==> src/rtl/vidc_pixel_unpacker.sv <==
// rtl/vidc_pixel_unpacker.sv - video DMA word FIFO and 1/2/4/8 bpp pixel serialiser
module vidc_pixel_unpacker #(
    parameter int DEPTH_LOG2 = 4
) (
    input  logic                  clk,
    input  logic                  reset,
    input  logic                  load_dma,
    input  logic [31:0]           load_dma_data,
    input  logic                  frame_restart,
    input  logic [1:0]            bpp_sel,
    input  logic                  pix_ready,
    output logic                  pix_valid,
    output logic [7:0]            pix_data,
    output logic [DEPTH_LOG2:0]   fifo_level,
    output logic                  overflow,
    output logic                  underflow,
    input  logic                  clear_flags
);

    localparam int DEPTH = 1 << DEPTH_LOG2;

    typedef enum logic {
        S_EMPTY,
        S_ACTIVE
    } state_t;

    state_t                r_state;
    state_t                w_next_state;
    logic [31:0]           r_mem [DEPTH];
    logic [DEPTH_LOG2:0]   r_wptr;
    logic [DEPTH_LOG2:0]   r_rptr;
    logic [31:0]           r_word;
    logic [1:0]            r_bpp;
    logic [4:0]            r_idx;
    logic                  r_armed;
    logic                  r_overflow;
    logic                  r_underflow;

    logic [DEPTH_LOG2:0]   w_level;
    logic                  w_empty;
    logic                  w_full;
    logic                  w_wr;
    logic                  w_pop;
    logic                  w_last;
    logic                  w_ovf_evt;
    logic                  w_unf_evt;
    logic [31:0]           w_head;
    logic [DEPTH_LOG2-1:0] w_waddr;
    logic [7:0]            w_pix;

    assign w_level   = r_wptr - r_rptr;
    assign w_empty   = (w_level == '0);
    assign w_full    = (w_level == (DEPTH_LOG2+1)'(DEPTH));
    assign w_head    = r_mem[r_rptr[DEPTH_LOG2-1:0]];
    // A flush rewinds the pointers first, so a coincident word always has room.
    assign w_wr      = load_dma && (frame_restart || !w_full);
    assign w_waddr   = frame_restart ? '0 : r_wptr[DEPTH_LOG2-1:0];
    assign w_last    = (r_idx == (5'd31 >> r_bpp));
    assign w_ovf_evt = load_dma && w_full && !frame_restart;
    assign w_unf_evt = r_armed && pix_ready && !pix_valid;

    always_comb begin
        w_next_state = r_state;
        w_pop        = 1'b0;
        case (r_state)
            S_EMPTY: begin
                if (!w_empty) begin
                    w_pop        = 1'b1;
                    w_next_state = S_ACTIVE;
                end
            end
            S_ACTIVE: begin
                if (pix_ready && w_last) begin
                    if (!w_empty) begin
                        w_pop = 1'b1;
                    end else begin
                        w_next_state = S_EMPTY;
                    end
                end
            end
            default: w_next_state = S_EMPTY;
        endcase
    end

    always_ff @(posedge clk or posedge reset) begin
        if (reset) begin
            r_state <= S_EMPTY;
        end else if (frame_restart) begin
            r_state <= S_EMPTY;
        end else begin
            r_state <= w_next_state;
        end
    end

    always_ff @(posedge clk) begin
        if (w_wr) begin
            r_mem[w_waddr] <= load_dma_data;
        end
    end

    always_ff @(posedge clk or posedge reset) begin
        if (reset) begin
            r_wptr      <= '0;
            r_rptr      <= '0;
            r_word      <= '0;
            r_bpp       <= '0;
            r_idx       <= '0;
            r_armed     <= 1'b0;
            r_overflow  <= 1'b0;
            r_underflow <= 1'b0;
        end else begin
            if (frame_restart) begin
                r_rptr  <= '0;
                r_wptr  <= {{DEPTH_LOG2{1'b0}}, load_dma};
                r_idx   <= '0;
                r_armed <= 1'b0;
            end else begin
                if (w_wr) begin
                    r_wptr <= r_wptr + 1'b1;
                end
                if (w_pop) begin
                    r_rptr  <= r_rptr + 1'b1;
                    r_word  <= w_head;
                    r_bpp   <= bpp_sel;
                    r_idx   <= '0;
                    r_armed <= 1'b1;
                end else if (r_state == S_ACTIVE && pix_ready) begin
                    r_idx <= w_last ? 5'd0 : r_idx + 5'd1;
                end
            end
            r_overflow  <= w_ovf_evt || (r_overflow && !clear_flags);
            r_underflow <= w_unf_evt || (r_underflow && !clear_flags);
        end
    end

    // Pixels leave LSB first; the index is scaled by the latched pixel width.
    always_comb begin
        w_pix = 8'd0;
        case (r_bpp)
            2'd0: w_pix = {7'd0, r_word[r_idx]};
            2'd1: w_pix = {6'd0, r_word[{r_idx[3:0], 1'b0} +: 2]};
            2'd2: w_pix = {4'd0, r_word[{r_idx[2:0], 2'b00} +: 4]};
            default: w_pix = r_word[{r_idx[1:0], 3'b000} +: 8];
        endcase
    end

    assign pix_valid  = (r_state == S_ACTIVE);
    assign pix_data   = pix_valid ? w_pix : 8'd0;
    assign fifo_level = w_level;
    assign overflow   = r_overflow;
    assign underflow  = r_underflow;

endmodule

==> config.mk <==
export PLATFORM = sky130hd
export DESIGN_NAME = vidc_pixel_unpacker
export DESIGN_NICKNAME = d
export VERILOG_FILES = /design/src/rtl/vidc_pixel_unpacker.sv
export SDC_FILE = /design/constraint.sdc
export NUM_CORES = 1
export LEC_CHECK = 0
export ABC_AREA = 1
export CORE_ASPECT_RATIO = 0.5
export CORE_MARGIN = 1.5
export CORE_UTILIZATION = 50
export DETAILED_ROUTE_END_ITERATION = 8
export HOLD_SLACK_MARGIN = 0.12
export PLACE_DENSITY = 0.8
export SLEW_MARGIN = 10
export SYNTH_ARGS = -nofsm -noshare
export SYNTH_HDL_FRONTEND = slang
export SYNTH_SLANG_ARGS = --single-unit
==> constraint.sdc <==
create_clock -name clk -period 4.7 [get_ports clk]
set_input_delay 0.94 -clock clk [delete_from_list [all_inputs] [get_ports clk]]
set_output_delay 0.94 -clock clk [all_outputs]
set_load 0.05 [all_outputs]
==> run_results.csv, run 1 <==
group,metric,value,unit
status,status,"finished clean",
yosys,synth_edf_count,512,
setup_path,required,3.76,ns
die,die_area,48660,um^2
yosys,yosys.area.top_type,"edfxtp_1",
yosys,yosysWarnings,0,
sta,finalHoldViolCount,0,
setup_path,critical-path-max-stage-delay,0.84,ns
sta,max_freq,239.8,MHz
worst_hold_path,hp-class,"flop to flop",
sta,setup-violations-final,0,
yosys,synthTopCellsByArea,"edfxtp_1 (65%), dfrtp_1 (5.6%), nor2_1 (5.3%)",
grt,grt_usage,0.2357,
final_layout,fin_util,0.5602,
clocking,clk_pin_slew,0.06,ns
die,die_w,310.5,um
die,io_pins,56,
final_layout,drive_above_1_share,0.08271,
power,power.internal,8.995,mW
place,dp.cells,2576,
routing,ant_nets,0,
clocking,post_cts_buffers,0,
power,swShare,0.3506,
clocking,clk_latency,0.59,ns
grt,grt_start_max_net_pins,103,
routing,wl,57220,um
die,initial_core_util,0.5058,
power,pwr-share-comb,0.296,
clocking,root_buffer,"clkbuf_16",
sta,finalCritPeriodShare,0.8871,
die,core_area,46730,um^2
setup_path,crit_fanout,16,
final_layout,area_delta_synth_final,10.76,%
routing,via_per_inst,5.952,
routing,dr.pass1.iters,6,
yosys,synth_top_flop_cell,"edfxtp_1",
clocking,ctsResizeCount,0,
final_layout,final_common_cell,"edfxtp_1",
place,hpwl,30920,um
grt,antenna_found_initial,2,
clocking,clock-sinks,565,
grt,grt_pass1_vias,14770,
place,port-buffer-count,55,
grt,grt_pass1_wl,86900,um
yosys,async_flop_share,0.09381,
yosys,syn-cell-area,23640,um^2
yosys,synth_seq_cells,565,
routing,vias,15830,
clocking,cts_buffers,48,
sta,finalMaxSlewViolations,0,
power,power_leakage,8.837,nW
clocking,cts_tree,"built",
sta,skew,0.01657,ns
yosys,yosysTopAreaCellShare,0.6505,
routing,drtIter0Drc,2233,
yosys,synth_cell_types,43,
final_layout,nNetsFinal,2036,
setup_path,cpMostUsedCell,"nand3_1",
grt,grt_remaining_overflow,0,
place,routabilityCongestion,0.9332,
setup_path,start_kind,"flop",
sta,rsz0062_at_grt,"no",
setup_path,crit_type,"flop to output pin",
sta,max_slew.worst_pin.slew,1.125,ns
clocking,cts_buffer_depth,3,
power,vdd_drop_max,0.3133,mV
clocking,htree_num_levels,2,
routing,drc,0,
power,p_seq_frac,0.434,
final_layout,fin_cells,2659,
yosys,yosysSeqAreaShare,0.7066,
yosys,synth_cells,1975,
power,switchingPower,4.857,mW
setup_path,cp-end-kind,"output pin",
die,die_y,156.7,um
sta,maxSlewHeadroom,0.2480,
final_layout,most-common-layout-cells,"edfxtp_1 (512), nor2_1 (334), nand2_1 (243)",
power,clkPwrFrac,0.269,
sta,layout_min_cycle_time,4.170,ns
yosys,syn_avg_cell_area,11.97,um^2
clocking,postCtsHoldBufs,0,
setup_path,cp.arrival,3.23,ns
setup_path,path_cells,"inv_1 > nand3_1 > nand3_1 > nand3_1 > nand2_1 > nand2_1 > a21oi_1 > clkdlybuf4s50_1",
die,rows,56,
power,powerDensity,529.1,nW/um^2
routing,wl_per_cell,21.52,um
yosys,synth_nets,2023,
setup_path,cp_slowest_cell,"clkdlybuf4s50_1",
job,drv_cap,0,
-- worst paths after layout --
path                                   startpoint                endpoint  slack [ns]  depth (start not counted)
setup / recovery             r_idx[2]$_DFFE_PP0P_             pix_data[0]        0.53                          8
hold / removal             r_word[16]$_DFFE_PP0P_  r_word[16]$_DFFE_PP0P_        0.48                          2
setup reg to reg            r_rptr[1]$_DFFE_PP0P_   r_mem[4][6]$_DFFE_PP_        1.23                         11
hold reg to reg            r_word[16]$_DFFE_PP0P_  r_word[16]$_DFFE_PP0P_        0.48                          2
max in group asynchronous                   reset  r_word[14]$_DFFE_PP0P_        3.28                          3
min in group asynchronous                   reset     underflow$_DFF_PP0_        0.64                          2
-- critical path: cells and delay by family (launching register included) --
kind                   cells  cell delay, ns
buffers and inverters      2            1.40
flip-flops                 1            0.59
AO/OA/AOI/OAI              1            0.21
AND/OR/NAND/NOR            5            0.46
-- power by group through the flow --
stage               registers (mW)  logic [mW]  clock network, mW
finish                        6.02        4.10               3.73
global route                  6.04        4.52               3.96
CTS                           6.01        4.05               3.77
detailed placement            6.11        4.01                  0
global placement              6.11        3.91                  0
floorplan                     6.02        2.96                  0
-- synth_stat cells, types with 2 or more instances --
| master | instances |
|---|---|
| a21oi_1 | 15 |
| buf_1 | 10 |
| edfxtp_1 | 512 |
| o21ai_1 | 25 |
| dfrtp_1 | 53 |
| nor3_1 | 20 |
| buf_12 | 4 |
| a32o_1 | 2 |
| nand3_1 | 163 |
| o21ai_0 | 235 |
| inv_2 | 3 |
| nand4_1 | 4 |
| ha_1 | 7 |
| clkinv_1 | 2 |
| buf_2 | 38 |
| a311oi_1 | 2 |
| nand3_2 | 32 |
| clkbuf_1 | 63 |
| xor2_1 | 10 |
| nand2_4 | 2 |
| a31oi_1 | 4 |
| a21oi_2 | 2 |
| o22ai_1 | 65 |
| xnor2_1 | 2 |
| buf_6 | 5 |
| inv_1 | 29 |
| nand2_1 | 243 |
| o211ai_1 | 65 |
| buf_4 | 10 |
| nor2_1 | 335 |
-- kinds of logic (layout without fill, tap and decap cells) --
| kind of cell | count (synthesis) | after routing | share of synthesized area |
|---|---|---|---|
| flip-flops | 565 | 565 | 0.7066 |
| XOR/XNOR | 13 | 13 | 0.005135 |
| AO/OA/AOI/OAI | 420 | 420 | 0.1016 |
| AND/OR/NAND/NOR | 803 | 803 | 0.1472 |
| adder cells (fa/ha/maj) | 8 | 8 | 0.004552 |
| other | 0 | 2 | 0 |
| buffers and inverters | 166 | 210 | 0.03494 |
-- per-layer routing --
layer  global-route usage  share of wire
met1               0.3454           0.41
met5                    0              0
met3              0.04009           0.10
met2               0.3608           0.46
met4              0.07456          0.027
-- flip-flops by register name, summed over array words and instances, names as in the netlist --
name and cells:
r_mem 512, pix_valid 1, r_bpp 2, r_idx 5, underflow 1, r_word 32
r_rptr 5, r_wptr 5, overflow 1, r_armed 1
-- per-stage QoR --
| step | total power [mW] | setup WS (ns) | area [um^2] | hold slack [ns] | setup TNS (ns) |
|---|---|---|---|---|---|
| CTS | 13.83 | 0.5301 | 26170 | 0.4871 | 0 |
| global placement | 10.03 | 1.127 | 24730 | 0.4665 | 0 |
| global route | 14.52 | 0.3801 | 26180 | 0.5043 | 0 |
| finish | 13.85 | 0.5305 | 26180 | 0.4816 | 0 |
| floorplan | 8.982 | -0.6095 | 23640 | 0.4422 | -311.70 |
| detailed placement | 10.12 | 1.150 | 24730 | 0.4719 | 0 |
-- layout make-up --
| cell class | instances | area (um^2) |
|---|---|---|
| multi-input cells | 1244 | 6197 |
| clock buffers | 63 | 1279 |
| well taps | 638 | 798.3 |
| clock inverters | 18 | 162.7 |
| diodes | 2 | 5.005 |
| inverters | 35 | 141.4 |
| fillers | 3564 | 20560 |
| flip-flops and latches | 565 | 16710 |
| repair buffers | 94 | 885.9 |
Note: power is estimated with default switching activity, not from simulation.
==> inputs of run 2 (changes only) <==
--- a/config.mk
+++ b/config.mk
@@ -11,8 +11,7 @@
 export CORE_UTILIZATION = 50
 export DETAILED_ROUTE_END_ITERATION = 8
 export HOLD_SLACK_MARGIN = 0.12
-export PLACE_DENSITY = 0.8
-export SLEW_MARGIN = 10
+export PLACE_DENSITY = 0.69
 export SYNTH_ARGS = -nofsm -noshare
 export SYNTH_HDL_FRONTEND = slang
 export SYNTH_SLANG_ARGS = --single-unit
==> run_results.csv, run 2 (synthesis results as in run 1) <==
group,metric,value,unit
status,status,"finished clean",
clocking,clk_latency,0.58,ns
job,drv_cap,0,
setup_path,required,3.76,ns
grt,antenna_found_initial,1,
sta,max_freq,234.4,MHz
die,initial_core_util,0.5058,
setup_path,crit_fanout,29,
sta,maxSlewHeadroom,0.3620,
final_layout,nNetsFinal,2033,
power,power,14.21,mW
setup_path,cp.arrival,3.33,ns
final_layout,largest_reg_flops,512,
setup_path,cp_slowest_cell,"clkdlybuf4s50_1",
clocking,htree_num_levels,2,
clocking,clock-sinks,565,
power,power_leakage,8.921,nW
routing,drtIter0Drc,1643,
final_layout,top_regs,"r_mem: 512 flops, r_word: 32 flops",
final_layout,antenna_cells,0,
grt,grt_pass1_vias,14270,
clocking,cts_buffers,49,
grt,grt_start_max_net_pins,196,
sta,max_slew.worst_pin.slew,0.9570,ns
final_layout,multi_input_area,6197,um^2
final_layout,drive_above_1_share,0.08704,
die,core_area,46730,um^2
clocking,cts_buffer_depth,3,
final_layout,most-common-layout-cells,"edfxtp_1 (512), nor2_1 (334), nand2_1 (243)",
clocking,clk_pin_slew,0.07,ns
setup_path,critPathTopFamily,"buffers and inverters",
grt,grt_remaining_overflow,0,
sta,rsz0062_at_grt,"no",
setup_path,start_kind,"flop",
place,dp.cells,2572,
final_layout,fin_area,26350,um^2
place,hpwl,29470,um
final_layout,seq_area,16710,um^2
routing,wl,57460,um
sta,skew,0.02160,ns
place,port-buffer-count,55,
grt,use_met3,0.05322,
place,routabilityCongestion,0.9211,
clocking,root_buffer,"clkbuf_16",
routing,via_per_inst,5.783,
die,die_area,48660,um^2
setup_path,cp-end-kind,"output pin",
grt,use_met2,0.3619,
grt,grtUsageMet1,0.3473,
die,die_w,310.5,um
place,dpl-instance-area,24730,um^2
sta,finalHoldViolCount,0,
final_layout,fin_cells,2660,
power,powerDensity,539.4,nW/um^2
die,io_pins,56,
routing,ant_nets,0,
sta,fin_setup_tns,0,ns
setup_path,cpMostUsedCell,"nand3_1",
final_layout,area_delta_synth_final,11.49,%
grt,grt_pass1_wl,86080,um
clocking,postCtsHoldBufs,0,
setup_path,crit_buf_inv,4,
final_layout,regMostFlops,"r_mem",
clocking,post_cts_buffers,0,
sta,finalCritPeriodShare,0.9075,
die,rows,56,
sta,finalMaxSlewViolations,0,
worst_hold_path,hp-class,"flop to flop",
grt,grt_usage,0.2367,
clocking,cts_tree,"built",
sta,layout_min_cycle_time,4.265,ns
routing,wl_per_cell,21.60,um
die,die_y,156.7,um
setup_path,critical-path-max-stage-delay,0.82,ns
routing,drc,0,
setup_path,crit_type,"flop to output pin",
routing,dr.pass1.iters,5,
setup_path,path_cells,"buf_4 > inv_1 > buf_4 > nand3_1 > nand3_1 > nand3_1 > nand3_1 > nand2_1 > nand2_1 > a21oi_1 > clkdlybuf4s50_1",
sta,hold_ws,0.4954,ns
sta,setup-violations-final,0,
final_layout,final_common_cell,"edfxtp_1",
grt,top_usage_layer,"met2",
clocking,ctsResizeCount,0,
power,vdd_drop_max,0.3912,mV
final_layout,nFillCells,3740,
routing,vias,15380,
-- run 2: changes by cell type in the layout (fill, tap and decap cells not counted), sizes merged --
cell / change
buf: -4
clkinv: +8
diode: -2
bufinv: +5
clkbuf: -3
clkinvlp: -1
inv: -2
-- run 2: area by class of cell --
| cell class | instances | share of cell area |
|---|---|---|
| well taps | 638 | 0.03029 |
| inverters | 35 | 0.005365 |
| clock inverters | 28 | 0.01315 |
| repair buffers | 90 | 0.03343 |
| clock buffers | 60 | 0.04848 |
| flip-flops and latches | 565 | 0.6341 |
| multi-input cells | 1244 | 0.2352 |
-- run 2: worst paths after layout --
check                                        from                endpoint  slack [ns]  cells past startpoint
max in group asynchronous                   reset   r_rptr[1]$_DFFE_PP0P_        3.24                      3
setup reg to reg            r_wptr[0]$_DFFE_PP0P_  r_mem[0][11]$_DFFE_PP_        1.30                     13
hold / removal             r_word[16]$_DFFE_PP0P_  r_word[16]$_DFFE_PP0P_        0.50                      2
setup / recovery             r_idx[1]$_DFFE_PP0P_             pix_data[0]        0.43                     11
hold reg to reg            r_word[16]$_DFFE_PP0P_  r_word[16]$_DFFE_PP0P_        0.50                      2
min in group asynchronous                   reset     pix_valid$_DFF_PP0_        0.59                      2
-- run 2: metrics by stage --
step,setup slack [ns],utilization
6_report,0.4346,0.5639
5_1_grt,0.1605,0.5639
4_1_cts,0.4493,0.5639
3_5_place_dp,1.063,0.5291
3_3_place_gp,1.033,0.5291
2_1_floorplan,-0.6095,-
-- run 2: report_power, final --
group	internal, mW	leakage (nW)	switching [mW]
clock network	2.33	0.788	1.77
registers	5.77	5.30	0.213
logic	1.21	2.84	2.93
-- run 2: layer usage --
layer,vias to the layer above,part of all wire
met3,80,0.090
met1,7517,0.45
met4,0,0.017
met5,-,0
li1,7159,-
met2,626,0.45
-- run 2: tightest hold or removal path, stage by stage (launching register included) --
cell,delay [ns]
dfrtp_1,0.36
nand2_1,0.06
nand2_1,0.05
==> inputs of run 3 (changes only) <==
--- a/config.mk
+++ b/config.mk
@@ -10,8 +10,9 @@
 export CORE_MARGIN = 1.5
 export CORE_UTILIZATION = 50
 export DETAILED_ROUTE_END_ITERATION = 8
+export DONT_BUFFER_PORTS = 1
 export HOLD_SLACK_MARGIN = 0.12
-export PLACE_DENSITY = 0.69
+export PLACE_DENSITY = 0.68
 export SYNTH_ARGS = -nofsm -noshare
 export SYNTH_HDL_FRONTEND = slang
 export SYNTH_SLANG_ARGS = --single-unit
==> run_results.csv, run 3 (synthesis results as in run 1) <==
group,metric,value,unit
final_layout,largest_reg_flops,512,
die,die_area,48660,um^2
setup_path,crit_fanout,31,
routing,wl_per_cell,22.56,um
die,io_pins,56,
setup_path,reg2reg_to,"r_mem[13][6]$_DFFE_PP_",
setup_path,required,3.76,ns
clocking,cts_buffers,48,
final_layout,fin_util,0.5519,
routing,vias,15470,
routing,drtIter0Drc,1895,
place,port-buffer-count,0,
final_layout,regMostFlops,"r_mem",
sta,fin_setup_tns,0,ns
final_layout,top_regs,"r_mem: 512 flops, r_word: 32 flops",
routing,dr.pass1.iters,7,
clocking,post_cts_buffers,0,
sta,finalHoldViolCount,0,
grt,grt_remaining_overflow,0,
final_layout,seq_area,16710,um^2
final_layout,antenna_cells,0,
power,pwr-share-comb,0.283,
sta,finalMaxSlewViolations,0,
sta,finalCritPeriodShare,0.8060,
clocking,clock-sinks,565,
final_layout,fin_cells,2615,
clocking,root_buffer,"clkbuf_16",
routing,wl,59010,um
clocking,ctsResizeCount,0,
worst_hold_path,hp-class,"input pin to async pin",
grt,grt_pass1_wl,87830,um
final_layout,nFillCells,3790,
setup_path,crit_type,"flop to output pin",
final_layout,multi_input_area,6216,um^2
die,initial_core_util,0.5058,
routing,drc,0,
place,hpwl,30820,um
power,power.internal,9.074,mW
power,vdd_drop_max,0.4645,mV
grt,antenna_found_initial,1,
final_layout,most-common-layout-cells,"edfxtp_1 (512), nor2_1 (334), nand2_1 (243)",
final_layout,nNetsFinal,1989,
place,dp.cells,2529,
clocking,clk_latency,0.59,ns
final_layout,area_delta_synth_final,9.126,%
sta,skew,0.02232,ns
die,rows,56,
setup_path,ff2ff_setup_slack,1.19,ns
grt,grt_start_max_net_pins,219,
final_layout,drive_above_1_share,0.09155,
clocking,cts_tree,"built",
sta,hold_ws,0.4223,ns
grt,grt_usage,0.2435,
final_layout,final_common_cell,"edfxtp_1",
job,drv_cap,0,
routing,ant_nets,0,
setup_path,cp-end-kind,"output pin",
power,p_seq_frac,0.431,
power,powerDensity,538.8,nW/um^2
status,status,"finished clean",
power,power_leakage,8.724,nW
power,clkPwrFrac,0.286,
sta,max_slew.worst_pin.slew,1.055,ns
clocking,htree_num_levels,2,
sta,setup-violations-final,0,
power,swShare,0.3471,
sta,rsz0062_at_grt,"no",
sta,maxSlewHeadroom,0.2964,
die,die_y,156.7,um
setup_path,cp.arrival,2.85,ns
sta,layout_min_cycle_time,3.788,ns
die,core_area,46730,um^2
grt,grt_pass1_vias,14380,
routing,via_per_inst,5.915,
sta,max_freq,264.0,MHz
power,switchingPower,4.824,mW
setup_path,start_kind,"flop",
clocking,postCtsHoldBufs,0,
clocking,cts_buffer_depth,3,
setup_path,r2r_cells,11,
clocking,clk_pin_slew,0.07,ns
die,die_w,310.5,um
place,routabilityCongestion,0.8576,
setup_path,r2r-start,"r_wptr[0]$_DFFE_PP0P_",
[run 3: power groups by stage]
stage                     sequential [mW]  combinational [mW]  clock (mW)
after floorplan                      6.02                2.96           0
after global placement               6.09                3.87           0
after detailed placement             6.09                3.90           0
after CTS                            5.98                3.92        4.03
after global routing                 6.01                4.39        4.21
final                                5.98                3.94        3.98
[run 3: how the worst max path moves through the flow]
stage | start | end | slack [ns]
floorplan | r_rptr[1]$_DFFE_PP0P_ | r_mem[14][0]$_DFFE_PP_ | -0.61
global placement | r_wptr[0]$_DFFE_PP0P_ | r_mem[13][11]$_DFFE_PP_ | 1.25
detailed placement | r_wptr[0]$_DFFE_PP0P_ | r_mem[13][11]$_DFFE_PP_ | 1.20
CTS | r_idx[0]$_DFFE_PP0P_ | pix_data[0] | 0.91
global route | r_idx[0]$_DFFE_PP0P_ | pix_data[0] | 0.62
finish | r_idx[0]$_DFFE_PP0P_ | pix_data[0] | 0.91
[run 3: area by class of cell]
class | instances | area share
clock buffers | 62 | 0.04943
clock inverters | 24 | 0.01019
flip-flops and latches | 565 | 0.6478
well taps | 638 | 0.03095
inverters | 35 | 0.005481
repair buffers | 47 | 0.01513
multi-input cells | 1244 | 0.2410
[run 3: worst max-delay path, stage by stage, from the launching register on]
cell and delay, ns:
dfrtp_1 0.38, inv_1 0.71, nand2_1 0.28, nand3_1 0.14, nand3_1 0.09, nand3_1 0.13, nand3_1 0.08, nand2_1 0.07
nand2_1 0.04, a21oi_1 0.12, buf_4 0.21
[run 3: metrics by stage]
| stage | setup slack [ns] | area (um^2) | total power, mW |
|---|---|---|---|
| 4_1_cts | 0.9093 | 25790 | 13.93 |
| 3_3_place_gp | 1.251 | 24260 | 9.958 |
| 6_report | 0.9120 | 25790 | 13.90 |
| 2_1_floorplan | -0.6095 | 23640 | 8.982 |
| 5_1_grt | 0.6190 | 25790 | 14.60 |
| 3_5_place_dp | 1.202 | 24260 | 9.986 |
[run 3: metal layers]
metal | wire length [um] | global-route usage | vias up
met5 | 13 | 0 | -
met4 | 1150 | 0.06411 | 2
met3 | 5948 | 0.05553 | 98
met2 | 26260 | 0.3634 | 642
met1 | 25640 | 0.3603 | 7641
li1 | - | - | 7085
